[src/rtl/td_multiplier.sv]
// Time-domain constant-coefficient multiplier: each sample becomes a pulse whose width is the sample.
// The pulse is integrated COEFF units per cycle, and the product is published at every frame boundary.
module td_multiplier #(
  parameter int T_DEL = 4,
  parameter int COEFF = 1,
  parameter int N_BIT = 4
) (
  input  logic             clk,
  input  logic             rst,
  input  logic [N_BIT-1:0] in,
  output logic [N_BIT-1:0] out,
  output logic             t,
  output logic             offset0_out,
  output logic             offset1_out,
  output logic             offset2_out,
  output logic [N_BIT-1:0] inner_clk,
  output logic [N_BIT-1:0] inner_in
);

  localparam int                 DLY_W     = 3 * T_DEL;
  localparam int                 ACC_W     = 2 * N_BIT;
  localparam logic [N_BIT-1:0]   LAST_PH   = '1;
  localparam logic [N_BIT-1:0]   PH_STEP   = N_BIT'(1);
  localparam logic [ACC_W-1:0]   COEFF_EXT = ACC_W'(COEFF);

  logic [ACC_W-1:0] acc_p0;
  logic [DLY_W-1:0] dly_p0;

  // Product is published modulo 2^N_BIT; wrap-around is intended, no saturation.
  function automatic logic [N_BIT-1:0] trunc_prod(input logic [ACC_W-1:0] p);
    return N_BIT'(p);
  endfunction

  assign t           = (inner_clk < inner_in);
  assign offset0_out = dly_p0[T_DEL-1];
  assign offset1_out = dly_p0[2*T_DEL-1];
  assign offset2_out = dly_p0[3*T_DEL-1];

  // Stage p0: phase counter, pulse integration, frame-boundary publish and tap shift.
  always_ff @(posedge clk) begin
    if (rst) begin
      inner_clk <= '0;
      inner_in  <= '0;
      acc_p0    <= '0;
      out       <= '0;
      dly_p0    <= '0;
    end else begin
      inner_clk <= inner_clk + PH_STEP;
      dly_p0    <= {dly_p0[DLY_W-2:0], t};
      if (inner_clk == LAST_PH) begin
        // t is always low at the last phase, so nothing is lost by clearing here.
        out      <= trunc_prod(acc_p0);
        acc_p0   <= '0;
        inner_in <= in;
      end else if (t) begin
        acc_p0 <= acc_p0 + COEFF_EXT;
      end
    end
  end

endmodule

[config.mk]
export PLATFORM = sky130hd
export DESIGN_NAME = td_multiplier
export DESIGN_NICKNAME = d
export VERILOG_FILES = /design/src/rtl/td_multiplier.sv
export SDC_FILE = /design/constraint.sdc
export NUM_CORES = 1
export LEC_CHECK = 0
export CORE_UTILIZATION = 43
export DETAILED_ROUTE_END_ITERATION = 8
export PLACE_DENSITY = 0.72
export SYNTH_ARGS = -nofsm -noshare
export SYNTH_HDL_FRONTEND = slang
export SYNTH_SLANG_ARGS = --single-unit
[constraint.sdc]
create_clock -name clk -period 1.6 [get_ports clk]
set_input_delay 0.48 -clock clk [delete_from_list [all_inputs] [get_ports clk]]
set_output_delay 0.48 -clock clk [all_outputs]
set_load 0.05 [all_outputs]
### Word level (Yosys, flattened, before mapping)

Index checks and enable logic that the tools add are counted.

| operators by class | value |
|---|---|
| eq/ne operators | 1 |
| bitwise logic cells | 0 |
| reductions and logical operators | 1 |
| magnitude comparators | 1 |
| add/subtract/negate cells | 2 |
| multiplexer cells | 0 |
| shift operators | 0 |
| divide/modulo/power cells | 0 |
| multipliers | 0 |

Operator list:

| kind | number |
|---|---|
| adder 8 x 1 -> 8 bit (second input constant) | 1 |
| adder 4 x 1 -> 4 bit (second input constant) | 1 |
| equality test 4 bit (second input constant) | 1 |
| less-than comparator 4 bit | 1 |
| OR reduction 2 bit | 1 |

| word-level totals | value |
|---|---|
| RAM bits | 0 |
| register bits | 32 |
| latch bits | 0 |
| output and inout bits | 16 |
| memories | 0 |
| input bits | 6 |
| bits in read-only memories | 0 |

### Depth between registers and ports, before layout

Gate-level depths: netlist (run 1).

| logic depth | value |
|---|---|
| depth in word-level cells | 2 |
| depth in mapped cells | 6 |
| depth with buffers taken out | 6 |

### Worst setup path after synthesis (run 1)

Ideal clock, no wire load.

| timing path | value |
|---|---|
| path type | register to output |
| start point | register inner_in[3] |
| end point | output port t |
| path slack | -0.516 ns |
| data required time | 1.120 ns |
| cell stages (with the launch flop) | 6 |
| path buffers | 0 |
| arrival | 1.636 ns |
| cell sequence | dfxtp_1 > inv_1 > ha_1 > o211ai_2 > o21ai_2 > inv_1 |

| on the way | value |
|---|---|
| cells in the longest elaborated chain, start to end | 1 |

Ends and longest elaborated chain:

| element | RTL line | text |
|---|---|---|
| from (decl) | 17 | `output logic [N_BIT-1:0] inner_in` |
| from (signal assigned) | 54 | `inner_in <= in;` |
| less-than comparator 4 bit | 34 | `assign t = (inner_clk < inner_in);` |
| to (decl) | 12 | `output logic t,` |

Every way passes these cells.

### Worst setup path in the final report (run 1)

Same ends and word-level chain as after synthesis.

==> results_dict.tcl, run 1 <==
set metrics [dict create \
    synth_top_area_share 0.564 \
    drc 0 \
    fp.dieArea_mm2 0.00251 \
    ant_nets 0 \
    clk-insertion-delay-late_ns 0.33 \
    swShare 0.247 \
    syn-instance-count 103 \
    cts_tree "done" \
    routed_wl_um 2120 \
    finalSetupViolCount 1 \
    place_area_mm2 0.00151 \
    hold_viol 0 \
    reg2reg_depth 7 \
    yosysUniqueCellTypes 20 \
    syn_nets 114 \
    num-fill-cells 154 \
    cts_sinks 28 \
    clk_pin_slew_ns 0.14 \
    placeableCoreArea_mm2 0.00219 \
    r2r_end "acc_p0[3]" \
    critPathLaunchType "flop" \
    rr_startpoint "inner_in[1]" \
    grt_max_degree 17 \
    ir_worst_vdd_mv 0.719 \
    leakagePower_nw 0.617 \
    syn_area_um2 993 \
    switching_power_w 0.000335 \
    status "finished, violations left" \
    cap_violations 0 \
    die-height_um 50.1 \
    drv_slew 0 \
    rows 17 \
    syn_to_final_growth_pct 63.0 \
    p_int_w 0.00102 \
    power_frac_seq 0.540 \
    initial_core_util 0.453 \
    grt_pass1_vias 741 \
    post-dp-hpwl_um 1420 \
    finalWorstSetupSlack_ns -0.358 \
    clkPwrFrac 0.290 \
    setup.worst_path.start "inner_in[3]" \
    layout.nets 148 \
    tightestPinTransition_ns 0.394 \
    rsz0062_at_grt "true" \
    num_vias 802 \
    post-route-util 0.739 \
    num_antenna_cells 0 \
    cp-endpoint "t" \
    synth_seq_cells 28 \
    portBuffers 21 \
    clockBufferDepth 2 \
    firstDrtPassIters 4 \
    worstPathMaxFanout 2 \
    r2r_setup_slack_ns 0.01 \
    yosys_warnings 0 \
    cts_buffers 3 \
    layout-drive-gt1-share 0.382 \
    power_frac_comb 0.170 \
    grt_overflow 0 \
    cp.arrival_ns 1.48 \
    cts_max_level 1 \
    min_period_ns 1.96 \
    worst_slew_margin_rel 0.736 \
    finalCritPeriodShare 1.22 \
    antenna_found_initial 0 \
    end_kind "output port" \
    yosysSeqAreaShare 0.564 \
    skew_ns 0.00208 \
    grt_pass1_wl_um 3250 \
    viasPerCell 4.89 \
    pre_cts_slack_ns -0.0237 \
    failed_checks "setup timing" \
    crit_type "reg2out" \
    grt_util_all_layers 0.178 \
    wl_per_cell_um 12.9 \
    final_area_mm2 0.00162 \
    synth.avg_cell_area_um2 9.65 \
    min_path_type "reg2reg" \
    max_freq_mhz 511 \
    cts-hold-fix-buffers 0 \
    crit_required_ns 1.12 \
    die_x_um 50.1 \
    drt_iter0_markers 13 \
    io-pin-count 22 \
    pwr_density_cell_mw_per_mm2 836 \
    gp_congestion 0.768 \
    synth_top_area_cell "dfxtp_1" \
    cts_root_buf "clkbuf_4" \
    synth_area_leaders "dfxtp_1 (56%), nor2b_1 (7.6%), nand2_1 (6.4%), ha_1 (6.3%), a21oi_1 (4.5%)" \
]
registers in the layout, indices dropped and copies added, names as in the netlist:
register,flops
dly_p0,12
inner_clk,4
out,4
inner_in,4
acc_p0,4
cells in the final DEF, fill, tap and decap left out:
cell type / instances
o21ai_0: 1
o211ai_4: 1
buf_12: 16
buf_4: 11
inv_4: 1
a21oi_4: 1
clkbuf_16: 1
o21ai_4: 1
o21ai_1: 1
clkdlybuf4s50_1: 5
ha_1: 2
nor2_1: 7
clkbuf_4: 3
and3_1: 1
nor3b_4: 1
a21oi_2: 1
nand2b_1: 1
dfxtp_2: 3
nand3_1: 4
dfxtp_4: 5
dfxtp_1: 20
xnor2_1: 1
or3_4: 1
nand2_1: 17
a21oi_1: 8
ha_4: 3
xor2_1: 3
o211ai_1: 1
inv_2: 3
nor2b_1: 12
cell families (layout without fill, tap and decap cells):
logic type | count (synthesis) | in the layout | share of synthesized area
buffers and inverters | 7 | 40 | 0.0264
XOR/XNOR | 4 | 4 | 0.0353
AND/OR/NAND/NOR | 44 | 44 | 0.218
flip-flops | 28 | 28 | 0.564
adder cells (fa/ha/maj) | 5 | 5 | 0.0630
AO/OA/AOI/OAI | 15 | 15 | 0.0932
worst max-delay path, stage by stage (launching register included):
cell and delay, ns:
dfxtp_4 0.37, inv_2 0.04, ha_4 0.28, o211ai_4 0.09, o21ai_4 0.18, inv_4 0.05, buf_12 0.14
synthesized netlist by cell type, drive strengths merged:
master and number:
nor2b 12, o211ai 2, a21oi 10, nor3b 1, xnor2 1, inv 4
nor2 7, nand2 17, clkbuf 3, ha 5, or3 1, nand2b 1
nand3 4, and3 1, dfxtp 28, xor2 3, o21ai 3
power by group through the flow:
stage | Clock (W) | Combinational, W | Sequential (W)
after floorplan | 0 | 0.0000801 | 0.000765
after global placement | 0 | 0.000196 | 0.000742
after detailed placement | 0 | 0.000202 | 0.000743
after CTS | 0.000407 | 0.000219 | 0.000730
after global routing | 0.000431 | 0.000244 | 0.000734
final | 0.000393 | 0.000230 | 0.000731
per-layer routing:
| layer | global-route usage | routed length, um | vias up |
|---|---|---|---|
| met5 | 0 | 0 | - |
| met4 | 0.129 | 82 | 0 |
| met3 | 0.0278 | 45 | 9 |
| met2 | 0.300 | 1120 | 17 |
| met1 | 0.199 | 863 | 376 |
| li1 | - | - | 400 |
through the flow:
step / hold slack, ns / setup TNS [ns] / total power [W] / cells
global placement: 0.421 / -0.00335 / 0.000938 / 159
global route: 0.473 / -0.462 / 0.00141 / 164
detailed placement: 0.429 / -0.0237 / 0.000945 / 159
floorplan: 0.414 / -0.0873 / 0.000845 / 103
finish: 0.458 / -0.358 / 0.00135 / 164
CTS: 0.461 / -0.389 / 0.00136 / 163
worst min path at each step:
stage               cells past startpoint  startpoint          to
floorplan                               1   dly_p0[9]  dly_p0[10]
CTS                                     1   dly_p0[5]   dly_p0[6]
global placement                        1   dly_p0[9]  dly_p0[10]
global route                            1  dly_p0[10]  dly_p0[11]
detailed placement                      1   dly_p0[5]   dly_p0[6]
finish                                  1   dly_p0[2]   dly_p0[3]
layout make-up:
cell class	count	area [um2]	area share
flip-flops and latches	28	583	0.360
repair buffers	32	453	0.280
clock buffers	4	47.5	0.0294
multi-input cells	68	483	0.298
well taps	28	35.0	0.0216
inverters	4	17.5	0.0108
repair_timing:
action	CTS	global route
setup endpoints to repair	1	1
setup buffers	0	1
endpoints found under the hold margin	0	0
pin swaps	5	6
resized for setup	7	4
Note: power is estimated with default switching activity, not from simulation.
==> run 2, diff against run 1 <==
--- a/config.mk
+++ b/config.mk
@@ -6,8 +6,10 @@
 export NUM_CORES = 1
 export LEC_CHECK = 0
 export CORE_UTILIZATION = 43
+export CTS_CLUSTER_SIZE = 25
 export DETAILED_ROUTE_END_ITERATION = 8
 export PLACE_DENSITY = 0.72
 export SYNTH_ARGS = -nofsm -noshare
 export SYNTH_HDL_FRONTEND = slang
 export SYNTH_SLANG_ARGS = --single-unit
+export TNS_END_PERCENT = 100
==> results of run 2 <==
No change in the layout: final DEF, timing and power equal those of run 1.
